===== src/rtl/except_ctrl.sv =====
// except_ctrl: MEM-stage exception/ERET arbiter. Picks the highest-priority
// condition on the MEM instruction, reports it to CP0 for one cycle, flushes
// IF..MEM and holds a fetch redirect until the fetch unit accepts it.
module except_ctrl #(
  parameter logic [31:0] VEC_BEV  = 32'hBFC0_0380,
  parameter logic [31:0] VEC_NORM = 32'h8000_0180
) (
  input  logic        clk,
  input  logic        rst,
  input  logic        mem_valid,
  input  logic [31:0] mem_pc,
  input  logic        mem_bd,
  input  logic [7:0]  mem_flags,
  input  logic [31:0] mem_daddr,
  input  logic [31:0] cp0_status,
  input  logic [31:0] cp0_cause,
  input  logic [31:0] cp0_epc,
  output logic        exc_valid,
  output logic        exc_eret,
  output logic [4:0]  exc_code,
  output logic [31:0] exc_pc,
  output logic        exc_bd,
  output logic [31:0] exc_badvaddr,
  output logic        flush,
  output logic        redirect_valid,
  output logic [31:0] redirect_pc,
  input  logic        redirect_ready
);

  typedef enum logic {
    IDLE = 1'b0,
    WAIT = 1'b1
  } state_t;

  state_t      state_q;
  logic        exc_valid_q;
  logic        exc_eret_q;
  logic [4:0]  exc_code_q;
  logic [31:0] exc_pc_q;
  logic        exc_bd_q;
  logic [31:0] exc_badvaddr_q;
  logic        flush_q;
  logic        redirect_valid_q;
  logic [31:0] redirect_pc_q;

  logic        int_p;
  logic        detect;
  logic        take_eret_d;
  logic [4:0]  exc_code_d;
  logic [31:0] exc_badvaddr_d;
  logic [31:0] exc_pc_d;
  logic [31:0] redirect_pc_d;

  // CP0 register bits this block does not look at.
  logic unused_cp0_bits;
  assign unused_cp0_bits = &{1'b0, cp0_status[31:23], cp0_status[21:16],
                             cp0_status[7:2], cp0_cause[31:16], cp0_cause[7:0]};

  // Priority encoder: interrupt first, then the per-instruction flags in
  // pipeline order; ERET only wins when nothing else is pending.
  always_comb begin
    int_p          = cp0_status[0] & ~cp0_status[1] &
                     (|(cp0_cause[15:8] & cp0_status[15:8]));
    detect         = (state_q == IDLE) & mem_valid & (int_p | (|mem_flags));
    take_eret_d    = 1'b0;
    exc_code_d     = 5'h00;
    exc_badvaddr_d = 32'h0;
    if (int_p) begin
      exc_code_d = 5'h00;
    end else if (mem_flags[0]) begin
      exc_code_d     = 5'h04;
      exc_badvaddr_d = mem_pc;
    end else if (mem_flags[1]) begin
      exc_code_d = 5'h0A;
    end else if (mem_flags[2]) begin
      exc_code_d = 5'h0C;
    end else if (mem_flags[3]) begin
      exc_code_d = 5'h08;
    end else if (mem_flags[4]) begin
      exc_code_d = 5'h09;
    end else if (mem_flags[5]) begin
      exc_code_d     = 5'h04;
      exc_badvaddr_d = mem_daddr;
    end else if (mem_flags[6]) begin
      exc_code_d     = 5'h05;
      exc_badvaddr_d = mem_daddr;
    end else begin
      take_eret_d = 1'b1;
    end
    // A delay-slot instruction restarts at its branch, one word back.
    exc_pc_d = mem_bd ? (mem_pc - 32'd4) : mem_pc;
    if (take_eret_d) begin
      redirect_pc_d = cp0_epc;
    end else begin
      redirect_pc_d = cp0_status[22] ? VEC_BEV : VEC_NORM;
    end
  end

  // FSM and registered outputs: pulses last one cycle, the redirect is held
  // in WAIT until the fetch side handshakes, exception info is sticky.
  always_ff @(posedge clk) begin
    if (!rst) begin
      state_q          <= IDLE;
      exc_valid_q      <= 1'b0;
      exc_eret_q       <= 1'b0;
      exc_code_q       <= 5'h00;
      exc_pc_q         <= 32'h0;
      exc_bd_q         <= 1'b0;
      exc_badvaddr_q   <= 32'h0;
      flush_q          <= 1'b0;
      redirect_valid_q <= 1'b0;
      redirect_pc_q    <= 32'h0;
    end else begin
      exc_valid_q <= 1'b0;
      exc_eret_q  <= 1'b0;
      flush_q     <= 1'b0;
      case (state_q)
        IDLE: begin
          if (detect) begin
            state_q          <= WAIT;
            flush_q          <= 1'b1;
            redirect_valid_q <= 1'b1;
            redirect_pc_q    <= redirect_pc_d;
            if (take_eret_d) begin
              exc_eret_q <= 1'b1;
            end else begin
              exc_valid_q    <= 1'b1;
              exc_code_q     <= exc_code_d;
              exc_pc_q       <= exc_pc_d;
              exc_bd_q       <= mem_bd;
              exc_badvaddr_q <= exc_badvaddr_d;
            end
          end
        end
        WAIT: begin
          if (redirect_valid_q && redirect_ready) begin
            state_q          <= IDLE;
            redirect_valid_q <= 1'b0;
          end
        end
        default: state_q <= IDLE;
      endcase
    end
  end

  assign exc_valid      = exc_valid_q;
  assign exc_eret       = exc_eret_q;
  assign exc_code       = exc_code_q;
  assign exc_pc         = exc_pc_q;
  assign exc_bd         = exc_bd_q;
  assign exc_badvaddr   = exc_badvaddr_q;
  assign flush          = flush_q;
  assign redirect_valid = redirect_valid_q;
  assign redirect_pc    = redirect_pc_q;

endmodule


===== config.mk =====
export PLATFORM = sky130hd
export DESIGN_NAME = except_ctrl
export DESIGN_NICKNAME = d
export VERILOG_FILES = /design/src/rtl/except_ctrl.sv
export SDC_FILE = /design/constraint.sdc
export NUM_CORES = 1
export LEC_CHECK = 0
export CAP_MARGIN = 5
export CORE_MARGIN = 3
export CORE_UTILIZATION = 35
export CTS_BUF_LIST = sky130_fd_sc_hd__clkbuf_4 sky130_fd_sc_hd__clkbuf_8
export DETAILED_ROUTE_END_ITERATION = 8
export PLACE_DENSITY = 0.8
export SLEW_MARGIN = 20
export SYNTH_ARGS = -nofsm -noshare
export SYNTH_HDL_FRONTEND = slang
export SYNTH_SLANG_ARGS = --single-unit
export TNS_END_PERCENT = 1

===== constraint.sdc =====
create_clock -name clk -period 2.31 [get_ports clk]
set_clock_uncertainty 0.05 [all_clocks]
set_input_delay 0.5775 -clock clk [delete_from_list [all_inputs] [get_ports clk]]
set_output_delay 0.5775 -clock clk [all_outputs]
set_load 0.05 [all_outputs]

Yosys cells after proc, flatten, opt, wreduce, memory -nomap -nowiden

Index checks and enable logic that the tools add are counted.

Flip-flop bits (word level): 107
Input port bits: 173
Output and inout bits: 106
Logic and storage cells: 67

$add $sub $neg: 1
Equality and inequality tests: 2
Mux-type cells: 35
Bitwise logic cells: 11
Reduce and logical (&&, ||, !) cells: 8

Operator list:

| operator                                              | count |
|---|---|
| 2-to-1 mux 32 bit                                     | 10 |
| subtractor 32 x 3 -> 32 bit, second input constant    | 1 |
| 2-to-1 mux 30 bit                                     | 1 |
| 2-to-1 mux 4 bit                                      | 6 |
| OR reduction 8 bit                                    | 2 |
| 2-to-1 mux 1 bit                                      | 14 |
| AND 8 bit                                             | 1 |
| 2-to-1 mux 3 bit                                      | 2 |
| NOT 1 bit                                             | 5 |
| AND 1 bit                                             | 4 |
| case mux 1 bit (2 select lines)                       | 2 |
| AND reduction 2 bit                                   | 2 |
| AND reduction 3 bit                                   | 1 |
| OR reduction 3 bit                                    | 1 |
| inequality test 2 x 1 -> 1 bit, second input constant | 1 |
| inequality test 2 bit, second input constant          | 1 |
| OR reduction 2 bit                                    | 1 |
| logical AND 1 bit                                     | 1 |
| bitwise OR 1 bit                                      | 1 |

Logic depth before layout (Yosys ltp)

Gate-level depths: netlist (run 1).

Depth after elaboration: 10
Mapped depth: 8
Depth with buffers taken out: 7

Least setup slack after synthesis (run 1)

No wires, ideal clock.

Path kind: input to register
Start point: input port mem_flags[4]
End point: register exc_badvaddr_q[22], in the netlist exc_badvaddr[22]
Library setup time: 0.068 ns
Arrival time: 2.294 ns
Required time: 2.192 ns
Slack: -0.102 ns
Stages: 7
Buffers on the path: 2
Path through: or4_4 > or4_4 > o21ai_2 > and2_2 > buf_6 > buf_8 > o2bb2ai_2

Longest elaborated chain between the ends: 8
Elaborated cells on any way between the ends: 17
Classes of those cells: 12 x mux; 3 x bitwise; 2 x reduce/logical

Ends and longest elaborated chain:

| what                          | line | source |
|---|---|---|
| from (decl)                   | 13   | `input logic [7:0] mem_flags,` |
| 2-to-1 mux 1 bit              | 79   | `end else if (mem_flags[4]) begin` |
| 2-to-1 mux 1 bit              | 77   | `end else if (mem_flags[3]) begin` |
| 2-to-1 mux 1 bit              | 75   | `end else if (mem_flags[2]) begin` |
| 2-to-1 mux 1 bit              | 73   | `end else if (mem_flags[1]) begin` |
| 2-to-1 mux 1 bit              | 70   | `end else if (mem_flags[0]) begin` |
| 2-to-1 mux 1 bit              | 68   | `if (int_p) begin` |
| NOT 1 bit (no line)           | --   |  |
| AND reduction 3 bit (no line) | --   |  |
| to (signal assigned)          | 131  | `exc_badvaddr_q <= exc_badvaddr_d;` |
| to (decl)                     | 41   | `logic [31:0] exc_badvaddr_q;` |

Several ways; a longest one is shown, not always the timed one.
A chain may end at the register's enable or synchronous reset.

Worst setup path after layout (run 1)

Start point: input port mem_flags[2]
End point: register exc_badvaddr_q[11], in the netlist exc_badvaddr[11]

Longest elaborated chain between the ends: 6
Elaborated cells on any way between the ends: 13
Classes of those cells: 8 x mux; 3 x bitwise; 2 x reduce/logical

Ends and longest elaborated chain:

| what                          | line |
|---|---|
| 2-to-1 mux 1 bit              | 75 |
| 2-to-1 mux 1 bit              | 73 |
| 2-to-1 mux 1 bit              | 70 |
| 2-to-1 mux 1 bit              | 68 |
| NOT 1 bit (no line)           | -- |
| AND reduction 3 bit (no line) | -- |

Several ways; a longest one is shown, not always the timed one.

==> results of run 1 <==
==> flip-flops by register name, indices dropped and copies added, names as in the netlist <==
register        flops
exc_badvaddr       32
exc_pc             32
redirect_pc        32
exc_code            4
exc_bd              1
exc_eret            1
exc_valid           1
flush               1
redirect_valid      1
state_q             1
==> final timing paths <==
path	slack (ns)	from	end	cells past startpoint
max reg2reg	0.78	state_q$_SDFF_PN0_	exc_badvaddr[1]$_SDFFE_PN0P_	5
max	-0.03	mem_flags[2]	exc_badvaddr[11]$_SDFFE_PN0P_	8
min	0.41	exc_pc[1]$_SDFFE_PN0P_	exc_pc[1]$_SDFFE_PN0P_	2
min reg2reg	0.41	exc_pc[1]$_SDFFE_PN0P_	exc_pc[1]$_SDFFE_PN0P_	2
==> cell type report <==
cell class                 instances  area [um2]
clock inverter                     6        66.3
timing repair buffer             306        3010
sequential                       106        2120
clock buffer                      10         138
inverter                           6        22.5
fill                            1049        4830
multi-input combinational        323        2270
tap                              172         215
==> cells by family (layout without fill, tap and decap cells) <==
| family | after synthesis | after routing | share of synthesized area |
|---|---|---|---|
| xor+xnor | 28 | 28 | 0.0539 |
| compound gates | 175 | 175 | 0.293 |
| buf+inv | 42 | 328 | 0.0432 |
| flops | 106 | 106 | 0.467 |
| simple gates | 118 | 118 | 0.139 |
| fa+ha+maj | 1 | 1 | 0.00275 |
| other cells | 1 | 1 | 0.000825 |
==> worst min-delay path, stage by stage (launching register included) <==
cell                       delay, ns
sky130_fd_sc_hd__dfxtp_1        0.32
sky130_fd_sc_hd__nand2_1        0.05
sky130_fd_sc_hd__a21boi_1       0.05
==> synth_stat cells (7+ instances only) <==
cell type                   instances  share of area
sky130_fd_sc_hd__a22o_1            24          0.046
sky130_fd_sc_hd__o21ai_0           29          0.032
sky130_fd_sc_hd__a21oi_1           31          0.034
sky130_fd_sc_hd__buf_2              7         0.0077
sky130_fd_sc_hd__o2bb2ai_2         10          0.033
sky130_fd_sc_hd__a21boi_1           7          0.012
sky130_fd_sc_hd__a22oi_1           32          0.053
sky130_fd_sc_hd__xnor2_1           19          0.037
sky130_fd_sc_hd__dfxtp_1          106           0.47
sky130_fd_sc_hd__clkbuf_1          24          0.020
sky130_fd_sc_hd__nor4_1            12          0.017
sky130_fd_sc_hd__o211a_1           11          0.024
sky130_fd_sc_hd__nor2_1            11         0.0091
sky130_fd_sc_hd__nor3_1             9         0.0099
sky130_fd_sc_hd__o2bb2ai_1         19          0.037
sky130_fd_sc_hd__nand2_1           45          0.037
sky130_fd_sc_hd__nand3_1           11          0.012
sky130_fd_sc_hd__xor2_1             9          0.017
==> per-layer routing <==
layer / vias up / wire (um) / global-route usage / part of all wire
met5: - / 0 / 0 / 0
met4: 0 / 334 / 0.0787 / 0.021
met3: 26 / 1210 / 0.0566 / 0.076
met2: 199 / 7800 / 0.382 / 0.49
met1: 2264 / 6530 / 0.257 / 0.41
li1: 2310 / - / - / -
==> through the flow <==
step / area, um2 / hold slack [ns]
3_3_place_gp: 7540 / 0.383
3_5_place_dp: 7540 / 0.397
4_1_cts: 7820 / 0.418
2_1_floorplan: 4550 / 0.405
6_report: 7840 / 0.411
5_1_grt: 7840 / 0.429
==> power by group <==
part / internal, mW / switching (mW)
logic: 0.566 / 0.715
clock network: 0.533 / 0.630
registers: 1.93 / 0.0576
total: 3.03 / 1.40
==> timing repair <==
action	4_1_cts	5_1_grt
setup buffers	3	0
pin swaps	4	4
setup endpoints to repair	71	43
endpoints found under the hold margin	0	0
resized for setup	7	8
gates cloned	2	0
==> Implementation_results.wiki, run 1 <==
{| class="wikitable"
! Metric !! Value
|-
| Run status || complete, but fails checks
|-
| Violated checks || setup timing
|-
| H-tree levels || 3
|-
| Maximum number of pins on one net before global-route repair || 38
|-
| Worst Setup Start Kind || primary input
|-
| WP buf/inv || 4
|-
| Detailed Routing Iterations Pass 1 || 4
|-
| Area growth, synth to finish || 72.4%
|-
| Most prevalent standard cell on the critical path || sky130_fd_sc_hd__or4_4
|-
| DRC violation count after routing || 0
|-
| Cell Area, Synth || 4550 um2
|-
| Number of DRC markers after the initial detailed-route iteration || 267
|-
| Max-slew violation total from the final report || 0
|-
| Setup_tns || -0.267 ns
|-
| Clock latency of the later-clocked register in the worst-skew pair || 0.36 ns
|-
| Sequential-to-total area share from yosys stat || 0.467
|-
| Yosys synthesis warning count || 0
|-
| Number of buffers between clock root and the deepest sink || 2
|-
| Placement Setup Slack || -0.548 ns
|-
| Primary flip-flop cell chosen by synthesis mapping || sky130_fd_sc_hd__dfxtp_1
|-
| Category of the most critical setup path || in -> reg
|-
| Width of the die || 120 um
|-
| Initial antenna violation count || 0
|-
| Slowest stage delay, CP || 0.54 ns
|-
| Worst-Margin Slew || 0.661 ns
|-
| Number of synthesized flops with an enable pin || 0
|-
| Final Critical Period || 2.34 ns
|-
| Most used cells in the layout excluding fill and tap cells || sky130_fd_sc_hd__clkdlybuf4s50_1 (226), sky130_fd_sc_hd__dfxtp_1 (106), sky130_fd_sc_hd__buf_4 (63)
|-
| Fraction of final layout cells sized beyond drive strength 1 || 0.156
|-
| Unrepaired setup endpoints after global routing || true
|-
| Site Rows || 41
|-
| Wire length per cell after detailed routing || 17.1 um
|-
| PnR Total Power || 4.43 mW
|-
| Min setup slack post-route || -0.0251 ns
|-
| DP Cell Count || 908
|-
| Arrival time at the worst endpoint || 2.56 ns
|-
| Maximum vdd ir drop || 332 uV
|-
| Mean area per synthesized cell || 9.66 um2
|-
| Number of top-level pins || 279
|-
| Number of max-capacitance violations reported || 0
|-
| I/O Buffers || 232
|-
| Crit path required time || 2.54 ns
|-
| First-pass GRT wire length || 25300 um
|-
| Worst path top cell family by delay || simple AND/OR/NAND/NOR gates
|-
| Die Footprint || 14400 um2
|-
| Remaining global-route overflow || 0
|-
| Routed Antenna Nets || 0
|-
| Clock Root Buffer || sky130_fd_sc_hd__clkbuf_8
|-
| Crit-path cells || dlygate4sd2_1 -> or4_4 -> or4_4 -> buf_6 -> nand4_1 -> buf_4 -> bufbuf_16 -> o2bb2ai_1
|-
| Flop and latch count out of synthesis || 106
|-
| Worst slew slack as a fraction of its limit || 0.558
|-
| Die outline height || 120 um
|-
| Per-cell via count in the routed design || 5.17
|-
| Finished Core Util || 0.619
|-
| Clock transition at the registers of the reported paths || 0.10 ns
|-
| Aggregate routed wire length || 15900 um
|-
| Crit end category || register
|-
| Power density over the cells || 565 nW/um2
|-
| Hold buffers post-CTS || 0
|-
| CTS tree || done
|-
| Leakage || 2.96 nW
|-
| Total number of clock tree sinks || 106
|-
| Core Box Area || 12700 um2
|-
| Count of endpoints failing hold in the final timing report || 0
|-
| TritonCTS buffer count || 9
|-
| Part of the cycle the worst path needs || 1.01
|-
| Vias || 4799
|-
| Final net count || 926
|-
| Number of global-route vias before repair || 5019
|-
| GPL Wtd Cong || 0.817
|-
| Antenna cells || 0
|-
| Path class of the lowest-slack min-delay path || reg -> reg
|-
| Maximum fanout along the worst path || 7
|-
| Count of placed standard cells in the final layout, fillers left out || 929
|-
| Top achievable clock speed || 428 MHz
|-
| Fraction of synthesis flops using an asynchronous set or reset pin || 0
|-
| Number of instances in the synthesized netlist || 471
|-
| Total nets after synthesis || 645
|-
| Number of setup violations in the final report || 14
|-
| Half-perimeter wire length of the detailed placement result || 12300 um
|-
| Global-route total usage across every layer || 0.218
|-
| Commonest non-fill, non-tap cell in the layout || sky130_fd_sc_hd__clkdlybuf4s50_1
|-
| Starting utilization of the core area || 0.359
|-
| Number of different library cells in the post-synthesis netlist || 47
|-
| Slowest cell on the critical path || sky130_fd_sc_hd__or4_4
|}
No activity file was read; power rests on OpenSTA's default activity.
==> run 2, diff against run 1 <==
- ABC_AREA: default -> 1
- CORE_UTILIZATION: 35 -> 37
- PLACE_DENSITY: 0.8 -> 0.78
==> run 2 against run 1 <==
Against the previous run: the run now ends clean; highest routed layer unchanged; critical endpoint is now exc_code[0]; worst setup slack better by 0.13 ns; maximum frequency up 5.7%; largest power group unchanged; non-clock buffer count decreased by 20; register-to-register slack better by 0.12 ns; sequential share of layout area is 2.2 points lower; synthesized cell count is 79% higher.
==> Implementation_results.wiki, run 2 <==
{| class="wikitable"
! Metric !! Value
|-
| Run status || finished clean
|-
| Placement Cell Area || 8290 um2
|-
| Core Box Area || 14100 um2
|-
| Top achievable clock speed || 453 MHz
|-
| Path class of the lowest-slack min-delay path || reg -> reg
|-
| Yosys top cell area share || 0.388
|-
| Worst slew slack as a fraction of its limit || 0.633
|-
| Number of setup violations in the final report || 0
|-
| Total number of clock tree sinks || 106
|-
| I/O Buffers || 232
|-
| Fraction of final layout cells sized beyond drive strength 1 || 0.0838
|-
| Sequential-to-total area share from yosys stat || 0.388
|-
| Post-CTS Setup Inserts || 0
|-
| Global-route total usage across every layer || 0.229
|-
| Count of fill cells added during filler insertion || 1310
|-
| Number of global-route vias before repair || 5993
|-
| Internal power summed over all cells || 3.16 mW
|-
| Number of different library cells in the post-synthesis netlist || 29
|-
| Category of the most critical setup path || reg -> out
|-
| Width of the die || 128 um
|-
| Reg2Reg Setup Slack || 0.90 ns
|-
| Part of the cycle the worst path needs || 0.956
|-
| Site Rows || 43
|-
| Launch instance of the worst min-delay path || redirect_pc[23]$_SDFFE_PN0P_
|-
| Fraction of synthesis flops using an asynchronous set or reset pin || 0
|-
| Crit end category || primary output
|-
| Aggregate routed wire length || 19000 um
|-
| Crit-path cells || clkdlybuf4s50_1
|-
| Portion of total power attributed to sequential cells || 0.416
|-
| Power density over the cells || 563 nW/um2
|-
| Commonest non-fill, non-tap cell in the layout || sky130_fd_sc_hd__clkdlybuf4s50_1
|-
| Yosys synthesis warning count || 0
|-
| Clock Root Buffer || sky130_fd_sc_hd__clkbuf_8
|-
| Primary flip-flop cell chosen by synthesis mapping || sky130_fd_sc_hd__dfxtp_1
|-
| Unrepaired setup endpoints after global routing || false
|-
| Largest area contributor in the netlist || sky130_fd_sc_hd__dfxtp_1
|-
| Length in cells of the worst reg-to-reg path || 7
|-
| Worst Setup Start Kind || register
|-
| Hold buffers post-CTS || 0
|-
| Wire length per cell after detailed routing || 14.8 um
|-
| Clock transition at the registers of the reported paths || 0.11 ns
|-
| Maximum vdd ir drop || 389 uV
|-
| Area of all placed cells without fillers || 8530 um2
|-
| Final Critical Period || 2.21 ns
|-
| Maximum fanout along the worst path || 2
|-
| Routed Antenna Nets || 0
|-
| Part of the power in the clock network || 0.280
|-
| Share of power burned in combinational logic || 0.304
|-
| Clock latency of the later-clocked register in the worst-skew pair || 0.38 ns
|-
| Switching power || 1.64 mW
|-
| Most used cells in the layout excluding fill and tap cells || sky130_fd_sc_hd__clkdlybuf4s50_1 (228), sky130_fd_sc_hd__nand2_1 (205), sky130_fd_sc_hd__nor2_1 (121)
|-
| Setup_tns || 0 ns
|-
| Slowest cell on the critical path || sky130_fd_sc_hd__clkdlybuf4s50_1
|-
| Mean area per synthesized cell || 6.48 um2
|-
| Hold endpoint || redirect_pc[23]$_SDFFE_PN0P_
|-
| Number of synthesized flops with an enable pin || 0
|-
| Slowest stage delay, CP || 0.84 ns
|-
| Per-cell via count in the routed design || 4.89
|-
| DRC violation count after routing || 0
|-
| Half-perimeter wire length of the detailed placement result || 14500 um
|-
| Sw Ratio || 0.342
|-
| Number of instances resized during post-cts repair || 0
|-
| Flop and latch count out of synthesis || 106
|-
| Most instantiated cells after synthesis || sky130_fd_sc_hd__nand2_1 (205), sky130_fd_sc_hd__nor2_1 (121), sky130_fd_sc_hd__nand3_1 (109)
|-
| TritonCTS buffer count || 9
|-
| Area growth, synth to finish || 56.0%
|-
| Beginning of the worst register-to-register path || state_q$_SDFF_PN0_
|-
| Hold depth || 2
|-
| H-tree levels || 3
|-
| Starting utilization of the core area || 0.386
|-
| Final net count || 1267
|-
| WP buf/inv || 1
|-
| Die outline height || 128 um
|-
| Number of DRC markers after the initial detailed-route iteration || 406
|-
| Most frequent cell after synthesis || sky130_fd_sc_hd__nand2_1
|-
| Min setup slack post-route || 0.101 ns
|-
| Placement Setup Slack || -0.0987 ns
|-
| Initial antenna violation count || 1
|-
| Detailed Routing Iterations Pass 1 || 5
|-
| Crit path required time || 1.68 ns
|-
| Leakage || 3.70 nW
|-
| R2r endpoint || exc_pc[15]$_SDFFE_PN0P_
|-
| Number of max-capacitance violations reported || 0
|-
| Total nets after synthesis || 1017
|-
| Number of top-level pins || 279
|-
| Maximum number of pins on one net before global-route repair || 64
|-
| Count of endpoints failing hold in the final timing report || 0
|-
| Arrival time at the worst endpoint || 1.58 ns
|-
| Die Footprint || 16300 um2
|-
| Vias || 6256
|-
| Largest cells by area after synthesis || sky130_fd_sc_hd__dfxtp_1 (39%), sky130_fd_sc_hd__nand2_1 (14%), sky130_fd_sc_hd__nand3_1 (10%), sky130_fd_sc_hd__nor2_1 (8.3%), sky130_fd_sc_hd__o21ai_0 (6.7%)
|-
| Cell Area, Synth || 5470 um2
|-
| Remaining global-route overflow || 0
|-
| GPL Wtd Cong || 0.926
|-
| Max-slew violation total from the final report || 0
|-
| CTS tree || done
|-
| First-pass GRT wire length || 30100 um
|-
| Worst-Margin Slew || 0.549 ns
|-
| Worst path top cell family by delay || buffers and inverters
|-
| Number of instances in the synthesized netlist || 843
|-
| Number of buffers between clock root and the deepest sink || 2
|}
-- run 2: changes by cell type in the layout (fill, tap and decap cells not counted), sizes merged, moves of 21 or more --
cell and delta:
o2bb2ai -29, a22oi -32, nand3 +101, nand2 +165
inv +91, o22ai +21, o21ai +52, a22o -24
nor2 +114
-- run 2: kinds of logic (layout without fill, tap and decap cells) --
kind of cell	Yosys count	in the layout	synth area share
XOR/XNOR	14	14	0.0224
AO/OA/AOI/OAI	118	118	0.115
flip-flops	106	106	0.388
other	1	2	0.000686
AND/OR/NAND/NOR	463	463	0.360
buffers and inverters	140	395	0.111
adder cells (fa/ha/maj)	1	1	0.00229
-- run 2: layer usage --
layer / GRT usage / wire, um / vias up
li1: - / - / 3198
met1: 0.286 / 8080 / 2771
met2: 0.377 / 8650 / 256
met3: 0.0707 / 1750 / 31
met4: 0.0757 / 478 / 0
met5: 0 / 0 / -
-- run 2: worst max path at each step --
stage / start / endpoint / depth (start not counted)
2_1_floorplan: mem_pc[2] / exc_pc[18]$_SDFFE_PN0P_ / 11
3_3_place_gp: mem_pc[3] / exc_pc[18]$_SDFFE_PN0P_ / 12
3_5_place_dp: mem_pc[3] / exc_pc[18]$_SDFFE_PN0P_ / 12
4_1_cts: exc_code[0]$_SDFFE_PN0P_ / exc_code[0] / 1
5_1_grt: exc_code[0]$_SDFFE_PN0P_ / exc_code[0] / 1
6_report: exc_code[0]$_SDFFE_PN0P_ / exc_code[0] / 1
-- run 2: layout make-up --
class                           instances  area [um2]  area share
Clock buffer                            9         124      0.0145
Multi-Input combinational cell        597        2740       0.321
Clock inverter                          7         106      0.0125
Tap cell                              180         225      0.0264
Antenna cell                            1        2.50    0.000293
Timing Repair Buffer                  286        2860       0.335
Inverter                               93         352      0.0412
Sequential cell                       106        2120       0.249
-- run 2: per-stage QoR --
step	hold slack, ns	utilization	cells	total power [mW]
finish	0.424	0.603	1279	4.80
global route	0.451	0.603	1279	5.03
floorplan	0.422	-	843	2.84
detailed placement	0.410	0.586	1262	3.50
global placement	0.396	0.586	1262	3.49
CTS	0.428	0.602	1278	4.84
-- run 2: tightest hold or removal path: cells and delay by family (launching register included) --
family,cells,cell delay [ns]
flops,1,0.32
simple gates,2,0.12
-- run 2: power by group through the flow --
stage / clock [mW] / sequential (mW) / combinational, mW
after floorplan: 0 / 2.42 / 0.418
after global placement: 0 / 2.04 / 1.45
after detailed placement: 0 / 2.04 / 1.46
after CTS: 1.38 / 2.00 / 1.47
after global routing: 1.46 / 2.01 / 1.56
final: 1.34 / 2.00 / 1.46
==> run 3, diff against run 2 <==
- CTS_BUF_LIST: sky130_fd_sc_hd__clkbuf_4 sky130_fd_sc_hd__clkbuf_8 -> sky130_fd_sc_hd__clkbuf_4 sky130_fd_sc_hd__clkbuf_8 sky130_fd_sc_hd__clkbuf_16
- GPL_TIMING_DRIVEN: default -> 1
==> run 3 against run 2 <==
Against the previous run: combinational power about the same; total power rose by 7.8%; die area did not move; sequential share of layout area is 0.29 points lower; sequential power about the same; cell count unchanged; critical path type unchanged; largest cell class unchanged; largest power group unchanged.
==> Implementation_results.wiki, run 3 (same netlist as run 2, synthesis figures left out) <==
{| class="wikitable"
! Metric !! Value
|-
| Run status || finished clean
|-
| Max-slew violation total from the final report || 0
|-
| Worst slew slack as a fraction of its limit || 0.630
|-
| Number of DRC markers after the initial detailed-route iteration || 384
|-
| Post-CTS Setup Inserts || 0
|-
| CTS tree || done
|-
| Total number of clock tree sinks || 106
|-
| H-tree levels || 3
|-
| Crit path required time || 1.68 ns
|-
| Number of global-route vias before repair || 5996
|-
| Wire length per cell after detailed routing || 14.9 um
|-
| Routed Antenna Nets || 0
|-
| Final net count || 1267
|-
| Launch instance of the worst min-delay path || redirect_pc[23]$_SDFFE_PN0P_
|-
| Beginning of the worst register-to-register path || state_q$_SDFF_PN0_
|-
| Slowest cell on the critical path || sky130_fd_sc_hd__clkdlybuf4s50_1
|-
| Power density over the cells || 600 nW/um2
|-
| I/O Buffers || 232
|-
| Initial antenna violation count || 1
|-
| Worst path top cell family by delay || buffers and inverters
|-
| Clock latency of the later-clocked register in the worst-skew pair || 0.35 ns
|-
| Finished Core Util || 0.610
|-
| Die Footprint || 16300 um2
|-
| GPL Wtd Cong || 0.926
|-
| Number of setup violations in the final report || 0
|-
| Leakage || 3.75 nW
|-
| DRC violation count after routing || 0
|-
| Arrival time at the worst endpoint || 1.54 ns
|-
| Fraction of final layout cells sized beyond drive strength 1 || 0.0838
|-
| Number of max-capacitance violations reported || 0
|-
| Length in cells of the worst reg-to-reg path || 7
|-
| Final Critical Period || 2.17 ns
|-
| Number of buffers between clock root and the deepest sink || 2
|-
| Slowest stage delay, CP || 0.83 ns
|-
| Detailed Routing Iterations Pass 1 || 6
|-
| Crit-path cells || clkdlybuf4s50_1
|-
| Unrepaired setup endpoints after global routing || false
|-
| Most used cells in the layout excluding fill and tap cells || sky130_fd_sc_hd__clkdlybuf4s50_1 (228), sky130_fd_sc_hd__nand2_1 (205), sky130_fd_sc_hd__nor2_1 (121)
|-
| Number of instances resized during post-cts repair || 0
|-
| Worst-Margin Slew || 0.554 ns
|-
| Maximum number of pins on one net before global-route repair || 64
|-
| Area growth, synth to finish || 57.8%
|-
| Core Box Area || 14100 um2
|-
| Global-route total usage across every layer || 0.230
|-
| Maximum fanout along the worst path || 3
|-
| WP buf/inv || 1
|-
| Clock transition at the registers of the reported paths || 0.08 ns
|-
| Count of fill cells added during filler insertion || 1294
|-
| Per-cell via count in the routed design || 4.90
|-
| Count of placed standard cells in the final layout, fillers left out || 1279
|-
| Maximum vdd ir drop || 403 uV
|-
| Crit end category || primary output
|-
| Starting utilization of the core area || 0.386
|-
| Vias || 6264
|-
| Clock Root Buffer || sky130_fd_sc_hd__clkbuf_16
|-
| Width of the die || 128 um
|-
| Count of endpoints failing hold in the final timing report || 0
|-
| Worst Setup Start Kind || register
|-
| Category of the most critical setup path || reg -> out
|-
| Top achievable clock speed || 462 MHz
|-
| Part of the cycle the worst path needs || 0.938
|-
| Path class of the lowest-slack min-delay path || reg -> reg
|-
| Hold buffers post-CTS || 0
|-
| Aggregate routed wire length || 19000 um
|-
| Number of top-level pins || 279
|-
| Die outline height || 128 um
|-
| Site Rows || 43
|-
| Hold depth || 2
|-
| TritonCTS buffer count || 9
|-
| Commonest non-fill, non-tap cell in the layout || sky130_fd_sc_hd__clkdlybuf4s50_1
|-
| Total number of cells along the worst setup path || 1
|-
| CP startpoint || redirect_valid$_SDFFE_PN0P_
|-
| First-pass GRT wire length || 30200 um
|-
| Half-perimeter wire length of the detailed placement result || 14500 um
|-
| Remaining global-route overflow || 0
|-
| DP Cell Count || 1262
|}
## run 3: cell types whose count changed in the layout (fill, tap and decap cells not counted)
| cell | delta |
|---|---|
| sky130_fd_sc_hd__clkbuf_8 | -9 |
| sky130_fd_sc_hd__clkbuf_16 | +9 |
## run 3: where the power goes
group          switching, mW  internal [mW]
Sequential            0.0579           1.94
Clock                  0.744          0.972
Combinational          0.874          0.586
Total                   1.68           3.50
## run 3: final timing paths
check | end | slack [ns]
setup reg to reg | exc_pc[15]$_SDFFE_PN0P_ | 0.91
setup / recovery | redirect_valid | 0.14
hold / removal | redirect_pc[23]$_SDFFE_PN0P_ | 0.42
hold reg to reg | redirect_pc[23]$_SDFFE_PN0P_ | 0.42
## run 3: worst register-to-register path, delay by kind of cell (launching register included)
family,cells,cell delay (ns)
flops,1,0.34
compound gates,1,0.19
buf+inv,2,0.32
simple gates,4,0.40
## run 3: per-stage QoR
stage,setup TNS [ns],power [mW],setup slack (ns),hold WS [ns],cell area [um2]
6_report,0,5.17,0.143,0.419,8630
5_1_grt,0,5.42,0.0715,0.446,8630
4_1_cts,0,5.22,0.119,0.423,8630
3_5_place_dp,-0.552,3.50,-0.0987,0.410,8290
3_3_place_gp,-0.155,3.49,-0.0455,0.396,8290
2_1_floorplan,0,2.84,0.584,0.422,5470
## run 3: routing by layer
metal  up-vias  GRT usage  wire [um]
met1      2770      0.288       8000
li1       3204          -          -
met3        27     0.0627       1810
met2       263      0.385       8820
met5         -          0          0
met4         0     0.0744        417
## run 3: layout make-up
type,count,area (um2),share of cell area
Timing Repair Buffer,286,2860,0.331
Tap cell,180,225,0.0261
Clock inverter,7,106,0.0123
Sequential cell,106,2120,0.246
Multi-Input combinational cell,597,2740,0.318
Clock buffer,9,225,0.0261
Antenna cell,1,2.50,0.000290
Inverter,93,352,0.0407
